<file path="config.mk">
export PLATFORM = sky130hd
export DESIGN_NAME = phase_sync_tracker
export DESIGN_NICKNAME = d
export VERILOG_FILES = /design/src/rtl/parafuzz_pkg.sv /design/src/rtl/marker_fifo.sv /design/src/rtl/phase_sync_tracker.sv
export SDC_FILE = /design/constraint.sdc
export NUM_CORES = 1
export LEC_CHECK = 0
export BUFFER_PORTS_ARGS = -buffer_cell sky130_fd_sc_hd__buf_2
export CORE_AREA = 2 2 163 165
export DETAILED_ROUTE_END_ITERATION = 10
export DIE_AREA = 0 0 165 167
export PLACE_DENSITY = 0.64
export SLEW_MARGIN = 20
export SYNTH_ARGS = -nofsm -noshare
export SYNTH_HDL_FRONTEND = slang
export SYNTH_SLANG_ARGS = --single-unit
</file>
<file path="constraint.sdc">
create_clock -name clock -period 3.7 [get_ports clock]
set_input_delay 0.74 -clock clock [delete_from_list [all_inputs] [get_ports clock]]
set_output_delay 0.74 -clock clock [all_outputs]
set_load 0.05 [all_outputs]
</file>
<file path="src/rtl/parafuzz_pkg.sv">
// Shared marker definitions for the phase sync tracker: marker encodings,
// phase enumeration and the commit-lane marker decoder.
package parafuzz_pkg;

    localparam logic [31:0] MK_VCTM_START  = 32'h0000_2013;
    localparam logic [31:0] MK_VCTM_END    = 32'h0010_2013;
    localparam logic [31:0] MK_DELAY_START = 32'h0020_2013;
    localparam logic [31:0] MK_DELAY_END   = 32'h0030_2013;
    localparam logic [31:0] MK_TEXE_START  = 32'h0040_2013;
    localparam logic [31:0] MK_TEXE_END    = 32'h0050_2013;
    localparam logic [31:0] MK_LEAK_START  = 32'h0060_2013;
    localparam logic [31:0] MK_LEAK_END    = 32'h0070_2013;
    localparam logic [31:0] MK_INIT_START  = 32'h0080_2013;
    localparam logic [31:0] MK_INIT_END    = 32'h0090_2013;
    localparam logic [31:0] MK_BIM_START   = 32'h00A0_2013;
    localparam logic [31:0] MK_BIM_END     = 32'h00B0_2013;
    localparam logic [31:0] MK_TRAIN_START = 32'h00C0_2013;
    localparam logic [31:0] MK_TRAIN_END   = 32'h00D0_2013;

    typedef enum logic [2:0] {
        PH_VCTM  = 3'd0,
        PH_DELAY = 3'd1,
        PH_TEXE  = 3'd2,
        PH_LEAK  = 3'd3,
        PH_INIT  = 3'd4,
        PH_BIM   = 3'd5,
        PH_TRAIN = 3'd6,
        PH_NONE  = 3'd7
    } phase_e;

    typedef struct packed {
        logic       hit;
        logic [3:0] code;
    } marker_t;

    // code[0] distinguishes START (0) from END (1); code[3:1] is the phase
    function automatic marker_t decode_marker(input logic valid, input logic [31:0] inst);
        marker_t m;
        m.hit  = valid && (inst[31:24] == 8'h00) && (inst[19:0] == 20'h02013)
                 && (inst[23:20] <= 4'd13);
        m.code = inst[23:20];
        return m;
    endfunction

endpackage

</file>
<file path="src/rtl/marker_fifo.sv">
// Per-side marker queue; a push into a full queue is accepted only when a
// pop happens in the same cycle, otherwise it is dropped and flagged.
module marker_fifo #(
    parameter int unsigned DEPTH = 4,
    parameter int unsigned WIDTH = 4
) (
    input  logic             clock,
    input  logic             reset,
    input  logic             push,
    input  logic             pop,
    input  logic [WIDTH-1:0] din,
    output logic [WIDTH-1:0] dout,
    output logic             empty,
    output logic             full,
    output logic             overflow
);

    localparam int unsigned AW = $clog2(DEPTH);
    localparam logic [AW:0] FULL_CNT = (AW + 1)'(DEPTH);

    logic [WIDTH-1:0] mem [DEPTH];
    logic [AW-1:0]    rd_ptr;
    logic [AW-1:0]    wr_ptr;
    logic [AW:0]      count;
    logic             accept;
    logic             pop_ok;

    assign empty    = (count == '0);
    assign full     = (count == FULL_CNT);
    assign pop_ok   = pop && !empty;
    assign accept   = push && (!full || pop_ok);
    assign overflow = push && full && !pop_ok;
    assign dout     = mem[rd_ptr];

    always_ff @(posedge clock) begin
        if (accept) begin
            mem[wr_ptr] <= din;
        end
    end

    always_ff @(posedge clock) begin
        if (!reset) begin
            rd_ptr <= '0;
            wr_ptr <= '0;
            count  <= '0;
        end else begin
            if (accept) begin
                wr_ptr <= wr_ptr + 1'b1;
            end
            if (pop_ok) begin
                rd_ptr <= rd_ptr + 1'b1;
            end
            case ({accept, pop_ok})
                2'b10:   count <= count + 1'b1;
                2'b01:   count <= count - 1'b1;
                default: count <= count;
            endcase
        end
    end

endmodule

</file>
<file path="src/rtl/phase_sync_tracker.sv">
// Tracks phase markers committed by the DUT and variant lanes, pairs them up
// and reports matches/errors. Define PARAFUZZ_LAG_TIMEOUT_EN to enable the lag timeout.
module phase_sync_tracker
    import parafuzz_pkg::*;
#(
    parameter int unsigned FIFO_DEPTH = 4,
    parameter int unsigned LAG_MAX    = 1024,
    parameter int unsigned CNT_W      = 32
) (
    input  logic             clock,
    input  logic             reset,
    input  logic             dut_valid,
    input  logic [31:0]      dut_inst,
    input  logic             vnt_valid,
    input  logic [31:0]      vnt_inst,
    output logic [2:0]       dut_phase,
    output logic [2:0]       vnt_phase,
    output logic             sync,
    output logic             evt_valid,
    output logic [3:0]       evt_code,
    output logic [CNT_W-1:0] evt_len,
    output logic             err_diverge,
    output logic             err_proto,
    output logic             err_overflow,
    output logic             err_timeout
);

    if (FIFO_DEPTH < 2 || (FIFO_DEPTH & (FIFO_DEPTH - 1)) != 0 || LAG_MAX == 0 || CNT_W == 0)
    begin : g_param_check
        $error("phase_sync_tracker: unsupported parameter set");
    end

    marker_t          dut_m;
    marker_t          vnt_m;
    phase_e           dut_phase_q;
    phase_e           vnt_phase_q;
    logic             dut_ok;
    logic             vnt_ok;
    logic [CNT_W-1:0] dut_cnt;
    logic [CNT_W-1:0] dut_cnt_next;
    logic [CNT_W+3:0] dut_din;
    logic [CNT_W+3:0] dut_head;
    logic [3:0]       vnt_head;
    logic             dut_empty, dut_full, dut_ovf;
    logic             vnt_empty, vnt_full, vnt_ovf;
    logic             pop;
    logic             match;
    logic             mismatch;

    assign dut_m = decode_marker(dut_valid, dut_inst);
    assign vnt_m = decode_marker(vnt_valid, vnt_inst);

    always_comb begin
        dut_ok = dut_m.code[0] ? (dut_phase_q == phase_e'(dut_m.code[3:1])) : (dut_phase_q == PH_NONE);
        vnt_ok = vnt_m.code[0] ? (vnt_phase_q == phase_e'(vnt_m.code[3:1])) : (vnt_phase_q == PH_NONE);
    end

    always_comb begin
        dut_cnt_next = dut_cnt;
        if (dut_m.hit && !dut_m.code[0]) begin
            dut_cnt_next = '0;
        end else if (dut_phase_q != PH_NONE && dut_cnt != '1) begin
            dut_cnt_next = dut_cnt + CNT_W'(1);
        end
    end

    // DUT entries carry the phase length as of the END commit, so the value
    // survives however long the variant lags behind.
    assign dut_din = {(dut_m.code[0] ? dut_cnt_next : '0), dut_m.code};

    marker_fifo #(.DEPTH(FIFO_DEPTH), .WIDTH(CNT_W + 4)) u_dut_fifo (
        .clock    (clock),
        .reset    (reset),
        .push     (dut_m.hit),
        .pop      (pop),
        .din      (dut_din),
        .dout     (dut_head),
        .empty    (dut_empty),
        .full     (dut_full),
        .overflow (dut_ovf)
    );

    marker_fifo #(.DEPTH(FIFO_DEPTH), .WIDTH(4)) u_vnt_fifo (
        .clock    (clock),
        .reset    (reset),
        .push     (vnt_m.hit),
        .pop      (pop),
        .din      (vnt_m.code),
        .dout     (vnt_head),
        .empty    (vnt_empty),
        .full     (vnt_full),
        .overflow (vnt_ovf)
    );

    assign pop      = !dut_empty && !vnt_empty;
    assign match    = pop && (dut_head[3:0] == vnt_head);
    assign mismatch = pop && (dut_head[3:0] != vnt_head);

    always_ff @(posedge clock) begin
        if (!reset) begin
            dut_phase_q  <= PH_NONE;
            vnt_phase_q  <= PH_NONE;
            dut_cnt      <= '0;
            evt_valid    <= 1'b0;
            evt_code     <= '0;
            evt_len      <= '0;
            err_diverge  <= 1'b0;
            err_proto    <= 1'b0;
            err_overflow <= 1'b0;
        end else begin
            if (dut_m.hit && dut_ok) begin
                dut_phase_q <= dut_m.code[0] ? PH_NONE : phase_e'(dut_m.code[3:1]);
            end
            if (vnt_m.hit && vnt_ok) begin
                vnt_phase_q <= vnt_m.code[0] ? PH_NONE : phase_e'(vnt_m.code[3:1]);
            end
            dut_cnt      <= dut_cnt_next;
            evt_valid    <= match;
            evt_code     <= match ? vnt_head : '0;
            evt_len      <= (match && vnt_head[0]) ? dut_head[CNT_W+3:4] : '0;
            err_diverge  <= err_diverge | mismatch;
            err_proto    <= err_proto | (dut_m.hit && !dut_ok) | (vnt_m.hit && !vnt_ok);
            err_overflow <= err_overflow | dut_ovf | vnt_ovf;
        end
    end

`ifdef PARAFUZZ_LAG_TIMEOUT_EN
    localparam int unsigned LAG_W = $clog2(LAG_MAX + 1);

    logic [LAG_W-1:0] lag_cnt;
    logic             err_timeout_q;

    always_ff @(posedge clock) begin
        if (!reset) begin
            lag_cnt       <= '0;
            err_timeout_q <= 1'b0;
        end else if (dut_empty != vnt_empty) begin
            if (lag_cnt < LAG_W'(LAG_MAX)) begin
                lag_cnt <= lag_cnt + 1'b1;
            end
            if (lag_cnt == LAG_W'(LAG_MAX - 1)) begin
                err_timeout_q <= 1'b1;
            end
        end else begin
            lag_cnt <= '0;
        end
    end

    assign err_timeout = err_timeout_q;
`else
    assign err_timeout = 1'b0;
`endif

    assign dut_phase = dut_phase_q;
    assign vnt_phase = vnt_phase_q;
    assign sync      = dut_empty && vnt_empty && (dut_phase_q == vnt_phase_q) && !err_diverge;

endmodule

</file>
==> summary.md <==
| Metric | Value |
|---|---|
| First-pass GRT wire length | `around 32000 µm` |
| Final #Nets | `920` |
| Max Cap Viol | `0` |
| Seq/Total Area, Yosys | `0.6593` |
| Vias in the first global route | `about 6100` |
| Final hold vios | `0` |
| Fill cells | `2287` |
| Area delta synth->final | `18.13%` |
| Top cell type's share of synthesized area | `0.4709` |
| Hold buffer count at CTS | `0` |
| Crit-path cells | `or4_1, nor3b_1, nor4_1, buf_4, inv_1, ha_1, inv_1, fa_1, xor2_1, or3_1, a21boi_0` |
| CTS clk-pin slew, worst paths | `0.06 ns` |
| Routed vias | `about 6100` |
| DRC viols | `0` |
| Starting DRC count in detailed routing | `a little over 400` |
| Clock Latency Late Sink | `about 0.53 ns` |
| Ys flop type | `edfxtp_1` |
| Avg Cell Area, Syn | `14.43 µm²` |
| CTS tree | `yes` |
| Worst-margin pin slew | `0.6945 ns` |
| Final setup vio count | `0` |
| Kind of critical path | `register to register` |
| Core Util, Final | `0.4678` |
| Maximum vdd ir drop | `0.3228 mV` |
| WL/cell | `16.51 µm` |
| Critical Path Start Type | `register` |
| Via density | `between 5 and 6` |
| Grt ovf | `0` |
| CTS max path bufs | `3` |
| Worst Path Max Fanout | `7` |
| Final Cycle Share | `0.7715` |
| EDFF count, synth | `160` |
| Synth Instances | `707` |
| Clock root cell | `clkbuf_16` |
| Yosys cell types | `55` |
| Final Critical Period | `2.854 ns` |
| Antenna violations before repair | `2` |
| Syn Nets | `788` |
| Largest net degree at the start of global routing | `37` |
| Crit. End Element | `register` |
| Ranking of synthesized cells by area | `edfxtp_1 47%, dfxtp_1 19%, mux4_2 8.8%` |
| Total power per unit cell area | `between 400 and 500 nW/µm²` |
| Post-synth ARST share | `0` |
| Die Wd | `165 µm` |
| Effective utilization at floorplan | `0.3960` |
| Boundary pin count | `116` |
| Area leader, netlist | `edfxtp_1` |
| Setup_tns | `0 ns` |
| Detailed Place HPWL | `12520 µm` |
| Post-synthesis register bit count | `256` |
| Pre-antenna DRT Iters | `4` |
| Req. time, crit path | `roughly 4.2 ns` |
| Total wire length | `~20000 µm` |
| Top achievable clock speed | `~350 MHz` |
| Max incr delay on CP | `0.57 ns` |
| Total CTS buffers | `27` |
| Post-CTS setup buffer count | `0` |
| Synth warn | `0` |
| Leakage | `4.235 nW` |
| GRT Total Usage | `0.1457` |
| Worst Hold Class | `register to register` |
| Slew headroom | `0.5335` |
| Clock Skew | `about 0.019 ns` |
| Unrepaired setup endpoints after global routing | `false` |
| Layout cells sized above 1 | `0.2549` |
| Cts repair resizes | `0` |
| Antenna Nets Post-Route | `0` |
| Die area | `27560 µm²` |
| Row cnt | `59` |
| Critical path arrival | `between 3 and 4 ns` |
| Core Footprint | `25760 µm²` |
| Port buffer count | `114` |
| H-tree depth | `1` |
| Post-Syn Area | `10200 µm²` |
| Max stage delay cell, worst path | `or4_1` |
| Die height | `167 µm` |
| Cell mode on critical path | `inv_1` |
| Status | `finished clean` |
| Clk sink count | `256` |
| GP Congestion | `0.8005` |
| Max-slew violations | `0` |
==> metal layers <==
| layer | track usage | wire length (µm) |
|---|---|---|
| met2 | 0.2361 | 9385 |
| met4 | 0.04159 | 345 |
| met3 | 0.01793 | 817 |
| met1 | 0.2064 | 9196 |
| met5 | 0 | 0 |
==> report_power, final <==
part	leakage [nW]	switching, mW	internal (mW)	total (mW)
registers	2.25	0.000000000693	3.00	3.00
clock network	0.425	1.07	1.55	2.62
logic	1.56	0.0470	0.0379	0.0849
==> flip-flops by register name, indices dropped and copies added, names as in the netlist, named ones only <==
signal and cells:
u_dut_fifo.rd_ptr 2, evt_len 32, err_diverge 1, dut_cnt 32
u_dut_fifo.mem 144, u_vnt_fifo.rd_ptr 2, evt_valid 1, u_dut_fifo.count 3
u_vnt_fifo.wr_ptr 2, err_proto 1, u_vnt_fifo.count 3, err_overflow 1
dut_phase 3, u_dut_fifo.wr_ptr 2, u_vnt_fifo.mem 16, vnt_phase 3
evt_code 4
==> final cells by class <==
class	count	area (µm²)	share of cell area
clock buffers	34	701.9	0.05824
multi-input cells	413	3309	0.2746
inverters	12	45.04	0.003738
well taps	335	419.2	0.03478
clock inverters	15	160.2	0.01329
diodes	2	5.005	0.0004153
repair buffers	129	683.2	0.05669
flip-flops and latches	256	6728	0.5582
==> worst max-delay path: cells and delay by family (launching register included) <==
family / cells / cell delay [ns]
AND/OR/NAND/NOR: 4 / 1.28
buffers and inverters: 3 / 0.28
flip-flops: 1 / 0.35
AO/OA/AOI/OAI: 1 / 0.16
XOR/XNOR: 1 / 0.16
adder cells (fa/ha/maj): 2 / 0.54
==> cell usage after synthesis (16+ instances only) <==
cell type / number
nor2_1: 20
or3_1: 23
mux4_2: 40
clkbuf_1: 18
o21ai_0: 30
nand2_1: 18
and2_1: 51
dfxtp_1: 96
nand3_1: 21
edfxtp_1: 160
nor4_1: 16
a21oi_1: 53
==> metrics by stage <==
stage	total power [mW]	instances	instance area, µm²	setup WS [ns]	hold slack (ns)
2_1_floorplan	3.096	707	10200	0.4528	0.4850
3_3_place_gp	3.148	1145	11180	0.7453	0.4809
3_5_place_dp	3.149	1145	11180	0.6726	0.4836
4_1_cts	5.767	1194	12050	0.8381	0.4999
5_1_grt	5.898	1196	12050	0.6322	0.5081
6_report	5.708	1196	12050	0.8456	0.5018
==> path summary, 6_finish.rpt <==
path | cells after the start | slack (ns) | from | endpoint
max reg2reg | 11 | 0.85 | u_vnt_fifo.count[0] | u_dut_fifo.count[2]
min reg2reg | 2 | 0.50 | err_proto | err_proto
min | 2 | 0.50 | err_proto | err_proto
max | 11 | 0.85 | u_vnt_fifo.count[0] | u_dut_fifo.count[2]
==> logic make-up after synthesis <==
family,count (synthesis),share of synthesized area
AO/OA/AOI/OAI,107,0.06022
multiplexers,45,0.09321
flip-flops,256,0.6593
AND/OR/NAND/NOR,220,0.1296
buffers and inverters,38,0.01668
other,1,0.0003676
adder cells (fa/ha/maj),13,0.01741
XOR/XNOR,27,0.02318
==> layout by cell type (no fill, tap or decap), types with 15 or more instances in the layout <==
master,n
nand2_1,18
buf_2,114
nand3_1,21
and2_1,51
nor4_1,16
buf_4,15
mux4_2,40
edfxtp_1,160
clkbuf_16,27
dfxtp_1,95
o21ai_0,30
nor2_1,20
or3_1,23
a21oi_1,53
(Power assumes the default switching activity.)
